--- src/rtl/motor_drive_control.sv ---
// ==== motor_drive_control: two-wheel H-bridge PWM drive with duty ramping and dead-time reversal ====
// Revision 1.0
`default_nettype none

module motor_drive_control #(
  parameter int PWM_PERIOD = 10_000,
  parameter int VEER_DUTY  = 7_500,
  parameter int HARD_DUTY  = 2_500,
  parameter int RAMP_STEP  = 1_000,
  parameter int DEAD_TIME  = 5_000
) (
  input  logic       clk,
  input  logic       rst,
  input  logic [3:0] DIR,
  input  logic       direction,
  output logic       L_PWM,
  output logic       R_PWM,
  output logic       L_FWD,
  output logic       R_FWD,
  output logic [3:0] wheelState
);

  typedef enum logic [1:0] {
    IDLE    = 2'b00,
    RUN     = 2'b01,
    DEAD    = 2'b10,
    ILLEGAL = 2'b11
  } state_t;

  localparam logic [13:0] FULL  = 14'(PWM_PERIOD);
  localparam logic [13:0] LAST  = 14'(PWM_PERIOD - 1);
  localparam logic [13:0] VEER  = (VEER_DUTY > PWM_PERIOD) ? FULL : 14'(VEER_DUTY);
  localparam logic [13:0] HARD  = (HARD_DUTY > PWM_PERIOD) ? FULL : 14'(HARD_DUTY);
  localparam logic [13:0] STEP  = 14'(RAMP_STEP);
  localparam int          DW    = (DEAD_TIME > 1) ? $clog2(DEAD_TIME) : 1;
  localparam logic [DW-1:0] DEAD_LAST = DW'(DEAD_TIME - 1);

  logic [13:0]   cnt;
  logic          boundary;
  logic [13:0]   base_l, base_r;
  logic          base_lf, base_rf;
  logic          stop;
  logic [13:0]   tgt_duty [2];
  logic          tgt_fwd  [2];
  logic          mism     [2];
  state_t        st       [2];
  logic [13:0]   duty     [2];
  logic [DW-1:0] dead_cnt [2];
  logic          fwd      [2];
  logic          pwm      [2];

  assign boundary = (cnt == LAST);

  always_ff @(posedge clk or negedge rst) begin
    if (!rst) cnt <= '0;
    else      cnt <= boundary ? '0 : cnt + 14'd1;
  end

  // Base targets are in the forward frame; reversing travel swaps sides and flips rotation.
  always_comb begin
    base_l  = '0;
    base_r  = '0;
    base_lf = 1'b1;
    base_rf = 1'b1;
    stop    = 1'b0;
    case (DIR)
      4'b0000: begin base_l = FULL; base_r = FULL; end
      4'b1001: begin base_l = FULL; base_r = VEER; end
      4'b1010: begin base_l = FULL; base_r = HARD; end
      4'b1011: begin base_l = FULL; base_r = FULL; base_rf = 1'b0; end
      4'b0101: begin base_l = VEER; base_r = FULL; end
      4'b0110: begin base_l = HARD; base_r = FULL; end
      4'b0111: begin base_l = FULL; base_r = FULL; base_lf = 1'b0; end
      default: stop = 1'b1;
    endcase
    tgt_duty[0] = direction ? base_l : base_r;
    tgt_duty[1] = direction ? base_r : base_l;
    tgt_fwd[0]  = stop ? fwd[0] : (direction ? base_lf : ~base_rf);
    tgt_fwd[1]  = stop ? fwd[1] : (direction ? base_rf : ~base_lf);
  end

  for (genvar w = 0; w < 2; w++) begin : g_wheel
    logic [13:0] ramped;

    assign mism[w] = (tgt_fwd[w] != fwd[w]);

    // Step limited by the remaining distance, so the result never leaves [0, target range].
    always_comb begin
      ramped = tgt_duty[w];
      if (tgt_duty[w] > duty[w]) begin
        if (tgt_duty[w] - duty[w] > STEP) ramped = duty[w] + STEP;
      end else if (duty[w] - tgt_duty[w] > STEP) begin
        ramped = duty[w] - STEP;
      end
    end

    always_ff @(posedge clk or negedge rst) begin
      if (!rst) begin
        st[w]       <= IDLE;
        duty[w]     <= '0;
        dead_cnt[w] <= '0;
        fwd[w]      <= 1'b1;
        pwm[w]      <= 1'b0;
      end else begin
        pwm[w] <= 1'b0;
        case (st[w])
          IDLE: begin
            duty[w] <= '0;
            if (boundary) begin
              if (mism[w]) begin
                st[w] <= DEAD;
              end else if (tgt_duty[w] != '0) begin
                st[w]   <= RUN;
                duty[w] <= ramped;
              end
            end
          end
          RUN: begin
            if (mism[w]) begin
              st[w]   <= DEAD;
              duty[w] <= '0;
            end else if (stop) begin
              st[w]   <= IDLE;
              duty[w] <= '0;
            end else begin
              pwm[w] <= (cnt < duty[w]);
              if (boundary) begin
                duty[w] <= ramped;
                if (ramped == '0 && tgt_duty[w] == '0) st[w] <= IDLE;
              end
            end
          end
          DEAD: begin
            duty[w] <= '0;
            if (dead_cnt[w] == DEAD_LAST) begin
              dead_cnt[w] <= '0;
              fwd[w]      <= ~fwd[w];
              st[w]       <= IDLE;
            end else begin
              dead_cnt[w] <= dead_cnt[w] + 1'b1;
            end
          end
          default: begin
            st[w]       <= IDLE;
            duty[w]     <= '0;
            dead_cnt[w] <= '0;
          end
        endcase
      end
    end
  end

  assign L_PWM      = pwm[0];
  assign R_PWM      = pwm[1];
  assign L_FWD      = fwd[0];
  assign R_FWD      = fwd[1];
  assign wheelState = {st[0], st[1]};

endmodule

`default_nettype wire

--- config.mk ---
export PLATFORM = sky130hd
export DESIGN_NAME = motor_drive_control
export DESIGN_NICKNAME = d
export VERILOG_FILES = /design/src/rtl/motor_drive_control.sv
export SDC_FILE = /design/constraint.sdc
export NUM_CORES = 1
export LEC_CHECK = 0
export BUFFER_PORTS_ARGS = -buffer_cell sky130_fd_sc_hd__buf_4
export CORE_AREA = 2 2 154 118
export CTS_CLUSTER_DIAMETER = 30
export DETAILED_ROUTE_END_ITERATION = 10
export DIE_AREA = 0 0 156 120
export GPL_TIMING_DRIVEN = 0
export PLACE_DENSITY_LB_ADDON = 0.1
export SYNTH_ARGS = -nofsm -noshare
export SYNTH_HDL_FRONTEND = slang
export SYNTH_SLANG_ARGS = --single-unit
--- constraint.sdc ---
create_clock -name clk -period 9.46 [get_ports clk]
set_input_delay 2.365 -clock clk [delete_from_list [all_inputs] [get_ports clk]]
set_output_delay 2.365 -clock clk [all_outputs]
set_load 0.005 [all_outputs]
==> impl_metrics.env <==
export IMPL_drt_iter0_drc=720
export IMPL_root_buffer="clkbuf_16"
export IMPL_critPathMaxStageDelay_ps=610
export IMPL_synth_seq_cells=76
export IMPL_synth_flop_cell="dfrtp_1"
export IMPL_port_buffers=13
export IMPL_synth_mux_area_share_pct=0.785
export IMPL_hold_viol_final=0
export IMPL_hold_ws_ps=497
export IMPL_gp_congestion=0.920
export IMPL_period_minus_slack_ps=7010
export IMPL_fillers=1714
export IMPL_die_y_microns=120
export IMPL_worstSkewPairLatency_ps=350
export IMPL_yosysSeqAreaShare_pct=24.9
export IMPL_synth_compound_area_share_pct=26.7
export IMPL_worst_path_max_fanout=10
export IMPL_core_area_sq_mm=0.0173
export IMPL_die_w_microns=156
export IMPL_worst_r2r_setup_slack_ps=5410
export IMPL_vias_per_cell=6.01
export IMPL_rsz0062_at_grt="no"
export IMPL_reg2reg_depth=11
export IMPL_synth_top_family_by_area="compound AO/OA/AOI/OAI gates"
export IMPL_drtPass1Iterations=4
export IMPL_worstHoldEndpoint="dead_cnt[0]$_DFFE_PN0N_"
export IMPL_crit_required_ps=9710
export IMPL_synth_top_area_share_pct=24.2
export IMPL_clk_path_buf_depth=2
export IMPL_antenna_cells=0
export IMPL_tns_ps=0
export IMPL_run_status="completed"
export IMPL_htreeDepth=3
export IMPL_synth_most_common_cell="ha_1"
export IMPL_synthesis_nets=1036
export IMPL_worstSetupStartpointType="input port"
export IMPL_clkTransAtPathRegs_ps=60
export IMPL_r2r_start="duty[3]$_DFFE_PN0P_"
export IMPL_crit_chain="buf_4 -> or2_2 -> clkbuf_1 -> xnor2_1 -> o21ai_1 -> inv_1 -> ha_1 -> clkbuf_1 -> nand4b_1 -> o21ai_1 -> xnor2_1 -> nor4_2 -> nor4_1 -> nor2_1 -> a21oi_1 -> o32ai_1"
export IMPL_path_delay_family="simple AND/OR/NAND/NOR gates"
export IMPL_cp_slowest_cell="nor4_2"
export IMPL_worstMarginPinSlew_ps=1100
export IMPL_overflow=0
export IMPL_cellPowerDensity_mw_per_mm2=118
export IMPL_syn_area_per_cell_sq_um=8.04
export IMPL_wl_microns=21300
export IMPL_dieArea_sq_mm=0.0187
export IMPL_synth_xor_area_share_pct=6.07
export IMPL_dr_total_vias=7215
export IMPL_io_pins=15
export IMPL_syn2layout_area_growth_pct=9.11
export IMPL_syn_area_sq_mm=0.00765
export IMPL_fmax_mhz=143
export IMPL_cp_end_kind="flip-flop"
export IMPL_grtUsageTotal_pct=23.6
export IMPL_cts_sinks=76
export IMPL_ys_types=89
export IMPL_cp_num_buf_inv=4
export IMPL_seq_area_sq_mm=0.00190
export IMPL_critPathKind="input port to flip-flop"
export IMPL_arrival_ps=7250
export IMPL_ys_top_cells_by_count="ha_1, dfrtp_1, o21ai_0, nand2_1, nor2_1"
export IMPL_post_cts_resized=0
export IMPL_post_drt_wl_per_cell_microns=17.7
export IMPL_async_reset_ff_share_pct=100
export IMPL_setup_viol=0
export IMPL_drc=0
export IMPL_antenna_found_initial=0
export IMPL_yosys_area_share_simple_pct=23.3
export IMPL_drv_slew=0
export IMPL_multi_input_area_sq_mm=0.00533
export IMPL_synth_fa_ha_area_share_pct=12.8
export IMPL_r2r_end="duty[11]$_DFFE_PN0P_"
export IMPL_maxCapViolCount=0
export IMPL_grt_pass1_wl_microns=35400
export IMPL_synth_area_leaders="dfrtp_1, ha_1, o21ai_0, xnor2_1, nand3_1"
export IMPL_min_delay_path_class="flip-flop to flip-flop"
export IMPL_synthCells=952
export IMPL_ant_nets=0
export IMPL_synth_top_area_cell="dfrtp_1"
export IMPL_drive_gt1_share_pct=6.52
export IMPL_fin_crit_sh_pct=74.1
export IMPL_dp_hpwl_microns=16300
export IMPL_cts_buffers=9
export IMPL_fin_skew_ps=9.13
export IMPL_grt_pass1_vias=6602
export IMPL_start_util_pct=44.3
export IMPL_whs_path_depth=1
export IMPL_cts_hold_buf=0
export IMPL_grt_max_degree=77
export IMPL_post_cts_setup_buffer_count=0
export IMPL_hp_start="dead_cnt[0]$_DFFE_PN0N_"
export IMPL_yosys_warnings=0
export IMPL_p_leak_nw=3.55
export IMPL_fp_row_count=42
export IMPL_slew_headroom_pct=26.1
export IMPL_synth_edf_count=0
export IMPL_cts_tree="done"
export IMPL_ir_drop_mv=0.0987
export IMPL_nets=1060
flip-flops by register name, summed over array words and instances, names as in the netlist:
signal	count
R_FWD	1
R_PWM	1
dead_cnt	26
cnt	14
L_FWD	1
wheelState	4
duty	28
L_PWM	1
final cells by class:
| class | instances | share of cell area [%] |
|---|---|---|
| inverters | 62 | 2.79 |
| multi-input cells | 770 | 63.8 |
| flip-flops and latches | 76 | 22.8 |
| well taps | 220 | 3.30 |
| clock inverters | 6 | 1.14 |
| plain buffers | 44 | 2.22 |
| repair buffers | 13 | 1.17 |
| clock buffers | 10 | 2.74 |
worst max path at each step:
stage	cells past startpoint	slack, ps	endpoint	startpoint
floorplan	19	3570	duty[25]$_DFFE_PN0P_	DIR[1]
global placement	16	2160	duty[16]$_DFFE_PN0P_	DIR[1]
detailed placement	16	2300	duty[16]$_DFFE_PN0P_	DIR[1]
CTS	16	2650	duty[16]$_DFFE_PN0P_	DIR[1]
global route	19	2090	duty[9]$_DFFE_PN0P_	DIR[2]
finish	16	2450	duty[16]$_DFFE_PN0P_	DIR[1]
report_power, final:
| part | total [mW] | internal (mW) | switching [mW] |
|---|---|---|---|
| sequential | 0.344 | 0.335 | 0.00893 |
| combinational | 0.263 | 0.0998 | 0.163 |
| clock | 0.382 | 0.235 | 0.148 |
| total | 0.989 | 0.669 | 0.320 |
cell usage in the layout (no fill, tap or decap), drive strengths merged, types with 9 or more instances in the layout:
cell type	netlist	final
a211oi	12	12
a21o	27	27
a21oi	51	51
a31oi	9	9
and2	10	10
and3	19	19
buf	13	26
clkbuf	31	41
dfrtp	74	74
ha	75	75
inv	60	63
nand2	62	62
nand2b	21	21
nand3	53	53
nand4	13	13
nor2	62	62
nor2b	13	13
nor3	26	26
nor4	13	13
o21a	12	12
o21ai	80	80
o22ai	22	22
or3	9	9
xnor2	40	40
xor2	13	13
cell families after synthesis:
| group | count (synthesis) |
|---|---|
| adders and majority gates | 77 |
| AOI/OAI and AO/OA | 300 |
| xor gates and xnor gates | 53 |
| DFF | 76 |
| muxes | 6 |
| and+or+nand+nor | 334 |
| buffers and inverters | 106 |
per-layer routing:
layer / GRT usage [%] / up-vias / share of wire (%)
li1: - / 3575 / -
met1: 39.3 / 3396 / 54
met2: 31.6 / 232 / 39
met3: 3.25 / 12 / 6.3
met4: 4.07 / 0 / 0.76
met5: 0 / - / 0
metrics by stage:
step,area [sq um],power [mW],instances,setup WS (ps),utilization (%)
5_1_grt,8350,1.05,1201,2090,48.3
3_5_place_dp,8020,0.606,1185,2300,46.4
2_1_floorplan,7650,0.544,952,3570,-
6_report,8350,0.989,1201,2450,48.3
3_3_place_gp,8020,0.608,1185,2160,46.4
4_1_cts,8350,0.995,1201,2650,48.3
Power figures use the tool's default switching activity.
